**config.mk**
```make
export PLATFORM = sky130hd
export DESIGN_NAME = dec_entry_to_bin_flat
export DESIGN_NICKNAME = d
export VERILOG_FILES = /design/src/rtl/dec_entry_to_bin_if.sv /design/src/rtl/dec_entry_to_bin.sv /design/src/flat_wrapper.sv
export SDC_FILE = /design/constraint.sdc
export NUM_CORES = 1
export LEC_CHECK = 0
export CORE_MARGIN = 5
export CORE_UTILIZATION = 30
export DETAILED_ROUTE_END_ITERATION = 8
export PLACE_DENSITY = 0.61
export SLEW_MARGIN = 10
export SYNTH_ARGS = -nofsm -noshare
export SYNTH_HDL_FRONTEND = slang
export SYNTH_SLANG_ARGS = --single-unit
```
**constraint.sdc**
```tcl
create_clock -name clk -period 8.28 [get_ports clk]
set_clock_uncertainty 0.15 [all_clocks]
set_input_delay 2.484 -clock clk [delete_from_list [all_inputs] [get_ports clk]]
set_output_delay 2.484 -clock clk [all_outputs]
set_load 0.02 [all_outputs]
```
**src/rtl/dec_entry_to_bin_if.sv**
```systemverilog
`default_nettype none
// ============================================================================
// Module   : dec_entry_to_bin_if
// Brief    : Digit-entry strobes and operand/result bus for dec_entry_to_bin
// Revision : 1.0
// ============================================================================
interface dec_entry_to_bin_if #(
  parameter int WIDTH = 8,
  parameter int CNT_W = 2
);
  logic             digit_valid;
  logic [3:0]       digit;
  logic             enter;
  logic             clear;
  logic [WIDTH-1:0] partial;
  logic [CNT_W-1:0] digit_count;
  logic [WIDTH-1:0] num;
  logic             num_valid;
  logic             error;
  logic             overflow;

  modport master (
    output digit_valid, digit, enter, clear,
    input  partial, digit_count, num, num_valid, error, overflow
  );

  modport slave (
    input  digit_valid, digit, enter, clear,
    output partial, digit_count, num, num_valid, error, overflow
  );
endinterface
`default_nettype wire

```
**src/rtl/dec_entry_to_bin.sv**
```systemverilog
`default_nettype none
// ============================================================================
// Module   : dec_entry_to_bin
// Brief    : Accumulates MSD-first decimal digits into an unsigned operand
// Revision : 1.0
// ============================================================================
module dec_entry_to_bin #(
  parameter int WIDTH      = 8,
  parameter int MAX_DIGITS = 3,
  parameter int CNT_W      = 2
) (
  input  wire                 clk,
  input  wire                 rst,
  dec_entry_to_bin_if.slave   bus
);
  localparam logic [1:0] c_IDLE  = 2'd0;
  localparam logic [1:0] c_ENTRY = 2'd1;
  localparam logic [1:0] c_ERR   = 2'd2;

  localparam logic [WIDTH+3:0] c_MAX_VAL   = {4'b0000, {WIDTH{1'b1}}};
  localparam logic [CNT_W-1:0] c_MAX_COUNT = CNT_W'(MAX_DIGITS);

  logic [1:0]       r_state;
  logic [WIDTH-1:0] r_partial;
  logic [CNT_W-1:0] r_count;
  logic [WIDTH-1:0] r_num;
  logic             r_num_valid;
  logic             r_error;
  logic             r_overflow;

  logic [WIDTH+3:0] w_ext;
  logic [WIDTH+3:0] w_next;
  logic             w_illegal;
  logic             w_fits;

  // partial is zero in IDLE, so the same multiply-add yields the first digit too
  assign w_ext     = {4'b0000, r_partial};
  assign w_next    = (w_ext << 3) + (w_ext << 1) + {{WIDTH{1'b0}}, bus.digit};
  assign w_illegal = (bus.digit > 4'd9);
  assign w_fits    = (w_next <= c_MAX_VAL);

  always_ff @(posedge clk or posedge rst) begin
    if (rst) begin
      r_state     <= c_IDLE;
      r_partial   <= '0;
      r_count     <= '0;
      r_num       <= '0;
      r_num_valid <= 1'b0;
      r_error     <= 1'b0;
      r_overflow  <= 1'b0;
    end else begin
      r_num_valid <= 1'b0;
      if (bus.clear) begin
        r_state    <= c_IDLE;
        r_partial  <= '0;
        r_count    <= '0;
        r_error    <= 1'b0;
        r_overflow <= 1'b0;
      end else begin
        case (r_state)
          c_IDLE, c_ENTRY: begin
            if (bus.enter) begin
              if (r_state == c_ENTRY) begin
                r_num       <= r_partial;
                r_num_valid <= 1'b1;
                r_partial   <= '0;
                r_count     <= '0;
                r_state     <= c_IDLE;
              end
            end else if (bus.digit_valid) begin
              if (w_illegal) begin
                r_state    <= c_ERR;
                r_error    <= 1'b1;
                r_overflow <= 1'b0;
              end else if (r_count != c_MAX_COUNT) begin
                if (w_fits) begin
                  r_partial <= w_next[WIDTH-1:0];
                  r_count   <= r_count + CNT_W'(1);
                  r_state   <= c_ENTRY;
                end else begin
                  r_state    <= c_ERR;
                  r_error    <= 1'b1;
                  r_overflow <= 1'b1;
                end
              end
            end
          end
          default: begin
            // ERR holds everything until clear
            r_state <= c_ERR;
          end
        endcase
      end
    end
  end

  assign bus.partial     = r_partial;
  assign bus.digit_count = r_count;
  assign bus.num         = r_num;
  assign bus.num_valid   = r_num_valid;
  assign bus.error       = r_error;
  assign bus.overflow    = r_overflow;
endmodule
`default_nettype wire

```
**src/flat_wrapper.sv**
```systemverilog
// flat-port wrapper written by rule: the top's interface ports become plain ports
module dec_entry_to_bin_flat 
#(
  parameter int WIDTH      = 8,
  parameter int MAX_DIGITS = 3,
  parameter int CNT_W      = 2
)
  (clk, rst, bus_digit_valid, bus_digit, bus_enter, bus_clear, bus_partial, bus_digit_count, bus_num, bus_num_valid, bus_error, bus_overflow);
  dec_entry_to_bin_if #(.WIDTH(WIDTH), .CNT_W(CNT_W)) bus_i ();
  input  wire clk;
  input  wire rst;
  input wire logic [$bits(bus_i.digit_valid)-1:0] bus_digit_valid;
  input wire logic [$bits(bus_i.digit)-1:0] bus_digit;
  input wire logic [$bits(bus_i.enter)-1:0] bus_enter;
  input wire logic [$bits(bus_i.clear)-1:0] bus_clear;
  output wire logic [$bits(bus_i.partial)-1:0] bus_partial;
  output wire logic [$bits(bus_i.digit_count)-1:0] bus_digit_count;
  output wire logic [$bits(bus_i.num)-1:0] bus_num;
  output wire logic [$bits(bus_i.num_valid)-1:0] bus_num_valid;
  output wire logic [$bits(bus_i.error)-1:0] bus_error;
  output wire logic [$bits(bus_i.overflow)-1:0] bus_overflow;
  assign bus_i.digit_valid = bus_digit_valid;
  assign bus_i.digit = bus_digit;
  assign bus_i.enter = bus_enter;
  assign bus_i.clear = bus_clear;
  assign bus_partial = bus_i.partial;
  assign bus_digit_count = bus_i.digit_count;
  assign bus_num = bus_i.num;
  assign bus_num_valid = bus_i.num_valid;
  assign bus_error = bus_i.error;
  assign bus_overflow = bus_i.overflow;
  dec_entry_to_bin #(.WIDTH(WIDTH), .MAX_DIGITS(MAX_DIGITS), .CNT_W(CNT_W)) u_core (.clk(clk), .rst(rst), .bus(bus_i));
endmodule
```
# Yosys cells after proc, flatten, opt, wreduce, memory -nomap -nowiden
# Cells that the tools add are included.
# op_classes
addsub	3
n_bitwise	1
order_cmp	2
n_mux	39
eq_ne	9
n_reduce_logical	12
# op_table
cell	n
$mux W8	8
$mux W2	15
$mux W1	16
$add A11 B9 Y12	1
$add A12 B4 Y12	1
$le A12 B8 Y1 const B	1
$reduce_bool A3 Y1	4
$reduce_and A6 Y1	1
$ne A5 B3 Y1 const B	1
$reduce_and A5 Y1	1
$gt A4 B4 Y1 const B	1
$ne A4 B3 Y1 const B	1
$ne A4 B4 Y1 const B	1
$reduce_and A4 Y1	1
$reduce_bool A2 Y1	2
$ne A3 B1 Y1 const B	1
$ne A3 B2 Y1 const B	1
$ne A3 B3 Y1 const B	1
$reduce_and A3 Y1	1
$add A2 B1 Y2 const B	1
$eq A2 B1 Y1 const B	1
$logic_not A2 Y1	1
$ne A2 B1 Y1 const B	1
$ne A2 B2 Y1 const B	1
other kinds (2)	2
# word_totals
wordCells	73
output_inout_bits	21
register_bits	23
in_bits	9

# Depth between registers and ports, before layout
# depth
ltp_word	10
depth_mapped	11
ltp_nobuf	10

# Least setup slack after synthesis
# OpenSTA, ideal clock, no wires.
# synth_timing
path_type	in2reg
from	input bus_digit[3]
to	register u_core.r_count[0], in the netlist u_core.bus.digit_count[0]
t_required_ps	8061
setup_ps	69
path_stages	11
t_arrival_ps	5315
slack_ps	2746
path_buffers	1
path_cell_list	inv_1 -> fa_1 -> inv_1 -> fa_1 -> a211oi_1 -> o211ai_1 -> a211o_1 -> or4_1 -> clkbuf_2 -> nor3_4 -> mux2_1
# synth_via
elab_chain_len	4
elab_cells_between_ends	6
classes_between	add/sub (1); order compare (2); eq/ne (1); reduce/logical (2)
# synth_rtl
item	line	source
from (decl)	flat_wrapper.sv:13	input wire logic [$bits(bus_i.digit)-1:0] bus_digit;
$add A12 B4 Y12	dec_entry_to_bin.sv:38	assign w_next = (w_ext << 3) + (w_ext << 1) + {{WIDTH{1'b0}}, bus.digit};
$le A12 B8 Y1	dec_entry_to_bin.sv:40	assign w_fits = (w_next <= c_MAX_VAL);
$reduce_bool A3 Y1 (no source line)	--	
$reduce_and A6 Y1 (no source line) (*)	--	
to (signal assigned)	dec_entry_to_bin.sv:78	r_count <= r_count + CNT_W'(1);
to (decl)	dec_entry_to_bin.sv:25	logic [CNT_W-1:0] r_count;
# Mark *: on every way between the ends. The rest lies on a longest branch, timed or not.
# A chain may end at the register's enable or synchronous reset.

# Final worst setup path
# Ends and elaborated chain as after synthesis.

==> impl_results.md <==
* Register-to-Register Path Depth at 10
* Post-Syn Nets at 174
* Area Growth Syn to Fin at 27.3%
* Synth warn at 0
* DRC at 0
* Maxcap violations at 0
* R2R Setup Slk at 4.40 ns
* CTS clock-pin slew for the worst setup and hold paths at 0.09 ns
* Worst Path Class, Setup: in2reg
* Num Clock Sinks at 23
* Drt via density at a little over 5
* Worst-Margin Slew at a little under 1 ns
* Sequential cell area at approximately 580 µm²
* Sw power at between 50 and 60 µW
* Pleak at roughly 0.00092 µW
* Total negative slack at 0 ns
* Switching Share at 0.253
* DP Wirelength at 2.64 mm
* Die area at approximately 6600 µm²
* Total wire length at 3.48 mm
* Placement Rows at 26
* Clock share of power at 0.331
* Fillers at between 500 and 600
* CP Max Fanout at 9
* # port buffers at 29
* 1st-pass router iterations at 4
* Die Y at slightly above 80 µm
* Root Buffer: clkbuf_8
* Finished Core Util at 0.387
* Die width at 81.5 µm
* GRT overflow at 0
* Internal power at between 150 and 200 µW
* Crit end category: flip-flop
* Fin. Hold Viols at 0
* Number of setup buffers added after CTS at 0
* Max Slew Vio Count at 0
* CTS Buf Count at 3
* Core region area at 5040 µm²
* Combinational power share at 0.127
* RSZ-0062 raised after global routing: no
* CTS HTree Levels at 1
* Pin count of the biggest net entering global routing at 24
* DR iter-0 viols at between 100 and 150
* Share of layout cells above drive strength 1 at 0.0843
* Nets at 206
* Hold wc startpoint: u_core.bus.num[7]
* Worst r2r src: u_core.bus.partial[2]
* I/O pin cnt at 30
* DP Area at roughly 1900 µm²
* Final period utilization at 0.730
* N_diodes at 0
* Hold slack at 0.357 ns
* Post-synthesis cell count at 147
* Vias in the first global route at about 1.3k
* Min Clock Period, post-route at ~6.0 ns
* Max clock buf depth at 2
* First-pass GRT wire length at 6.00 mm
* Yosys reg bits at 23
* Initial core utilization at 0.304
* Avg Inst Size Synth at around 10 µm²
* TritonCTS clock tree: built
* Total GRT Usage at 0.115
* Total Power at 214 µW
* Cell variety after synth at 40
* Part of the power in registers at 0.542
* Finish-stage setup viols at 0
* Hold EP: u_core.bus.num[7]
* Status: finished clean
* Worst Hold Class: reg2reg
* Global placement routability congestion at around 0.80
* Peak supply drop at around 0.08 mV
* Post-CTS Hold Fix Bufs at 0
* Vias at 1,274
* CTS resizes at 0
* Initial antenna violation count at 0
* PwrDens at ~110 nW/µm²
* Sequential area share after synthesis at 0.376
* Arr. time, crit path at slightly above 6 ns
* Area taken by multi-input logic gates at around 900 µm²
* Max Clk Rate at approximately 170 MHz
* Hold path depth at 1
* Req. time, crit path at roughly 8.3 ns
* Reg-to-Reg End: u_core.bus.digit_count[0]
* Post-Syn Area at ~1500 µm²
* Drt wl/cell at 14.0 µm
* Worst slew margin at 0.343
* Worst-skew pair later-pin latency at ~0.27 ns
* Final instance area at roughly 2000 µm²
* Startpoint types: primary input
* Final ANT Viol Nets at 0
[worst max-delay path by stage]
stage	startpoint	endpoint	cells after the start	slack, ns
6_report	bus_digit[3]	u_core.bus.digit_count[0]	11	2.24
5_1_grt	bus_digit[3]	u_core.bus.partial[6]	11	1.99
4_1_cts	bus_digit[3]	u_core.bus.partial[6]	11	2.22
3_5_place_dp	bus_digit[3]	u_core.bus.digit_count[0]	11	1.95
3_3_place_gp	bus_digit[3]	u_core.bus.digit_count[0]	11	2.04
2_1_floorplan	bus_digit[3]	u_core.bus.digit_count[0]	11	2.75
[layout make-up]
type | instances | area share
Multi-Input combinational cell | 111 | 0.463
Sequential cell | 23 | 0.295
Timing Repair Buffer | 30 | 0.153
Tap cell | 70 | 0.0449
Clock buffer | 3 | 0.0212
Inverter | 10 | 0.0192
Clock inverter | 1 | 0.00385
[cell usage after synthesis (all sizes together)]
cell	count	area share
dfrtp	23	0.38
ha	16	0.13
inv	10	0.024
a21oi	9	0.029
mux2	9	0.066
a22o	8	0.046
nor2	8	0.020
nand2	6	0.015
nor3	6	0.027
o21ai	5	0.016
o211ai	4	0.020
a211oi	3	0.015
a21o	3	0.015
nand2b	3	0.012
nor2b	3	0.012
or4	3	0.015
xnor2	3	0.017
a211o	2	0.011
and3b	2	0.011
clkbuf	2	0.0057
fa	2	0.026
o41ai	2	0.011
a2111oi	1	0.0057
a21boi	1	0.0049
a311oi	1	0.0057
a32o	1	0.0065
and3	1	0.0041
buf	1	0.0049
mux2i	1	0.0065
nand4	1	0.0041
nand4b	1	0.0057
nor3b	1	0.0049
nor4	1	0.0041
o2111ai	1	0.0057
o21bai	1	0.0049
or3b	1	0.0057
xor2	1	0.0057
[placed cells by master (no fill, tap or decap), drive strengths merged, types with 2 or more instances in the layout]
master	synthesis	final
xnor2	3	3
clkbuf	2	3
o211ai	4	4
dfrtp	23	23
a211oi	3	3
nor2b	3	3
a211o	2	2
inv	10	10
nor3	6	6
nor2	8	8
a21oi	9	9
mux2	9	9
ha	16	16
nand2b	3	3
o41ai	2	2
nand2	6	6
clkdlybuf4s50	0	29
a22o	8	8
fa	2	2
a21o	3	3
o21ai	5	5
or4	3	3
and3b	2	2
[worst max-delay path: stages]
cell and delay, ns:
clkdlybuf4s50_1 0.47, inv_1 0.06, fa_1 0.48, inv_1 0.07, fa_1 0.47, a211oi_1 0.47, o211ai_1 0.17, a211o_1 0.29
or4_1 0.55, nor3_4 0.39, mux2_1 0.19
[state kept, by name, indices dropped and copies added (netlist names)]
register and flops:
u_core.bus.partial 8, u_core.bus.error 1, u_core.bus.digit_count 2, u_core.bus.num 8, u_core.bus.num_valid 1, u_core.bus.overflow 1
u_core.r_state 2
[metrics by stage]
step,std cells,setup slack [ns]
2_1_floorplan,147,2.75
3_3_place_gp,244,2.04
3_5_place_dp,244,1.95
4_1_cts,248,2.22
5_1_grt,248,1.99
6_report,248,2.24
[cells by family (layout without fill, tap and decap cells)]
kind of cell,count (synthesis),in the layout,synth area share
xor+xnor,4,4,0.0229
fa+ha+maj,18,18,0.157
simple gates,37,37,0.140
buf+inv,13,44,0.0351
flops,23,23,0.376
mux,10,10,0.0727
compound gates,42,42,0.197
[power by group through the flow]
stage	clock network [µW]	logic [µW]	registers, µW
5_1_grt	78.5	30.6	116
3_5_place_dp	0	27.5	118
4_1_cts	73.4	27.7	116
2_1_floorplan	0	14.2	120
6_report	70.9	27.2	116
3_3_place_gp	0	27.3	118
[per-layer routing]
metal  vias to the layer above  global-route usage  part of all wire
met1                       600               0.152              0.47
met2                        43               0.184              0.46
met5                         -                   0                 0
met4                         0              0.0287             0.018
li1                        623                   -                 -
met3                         8              0.0318             0.054
Note: power is estimated with default switching activity, not from simulation.
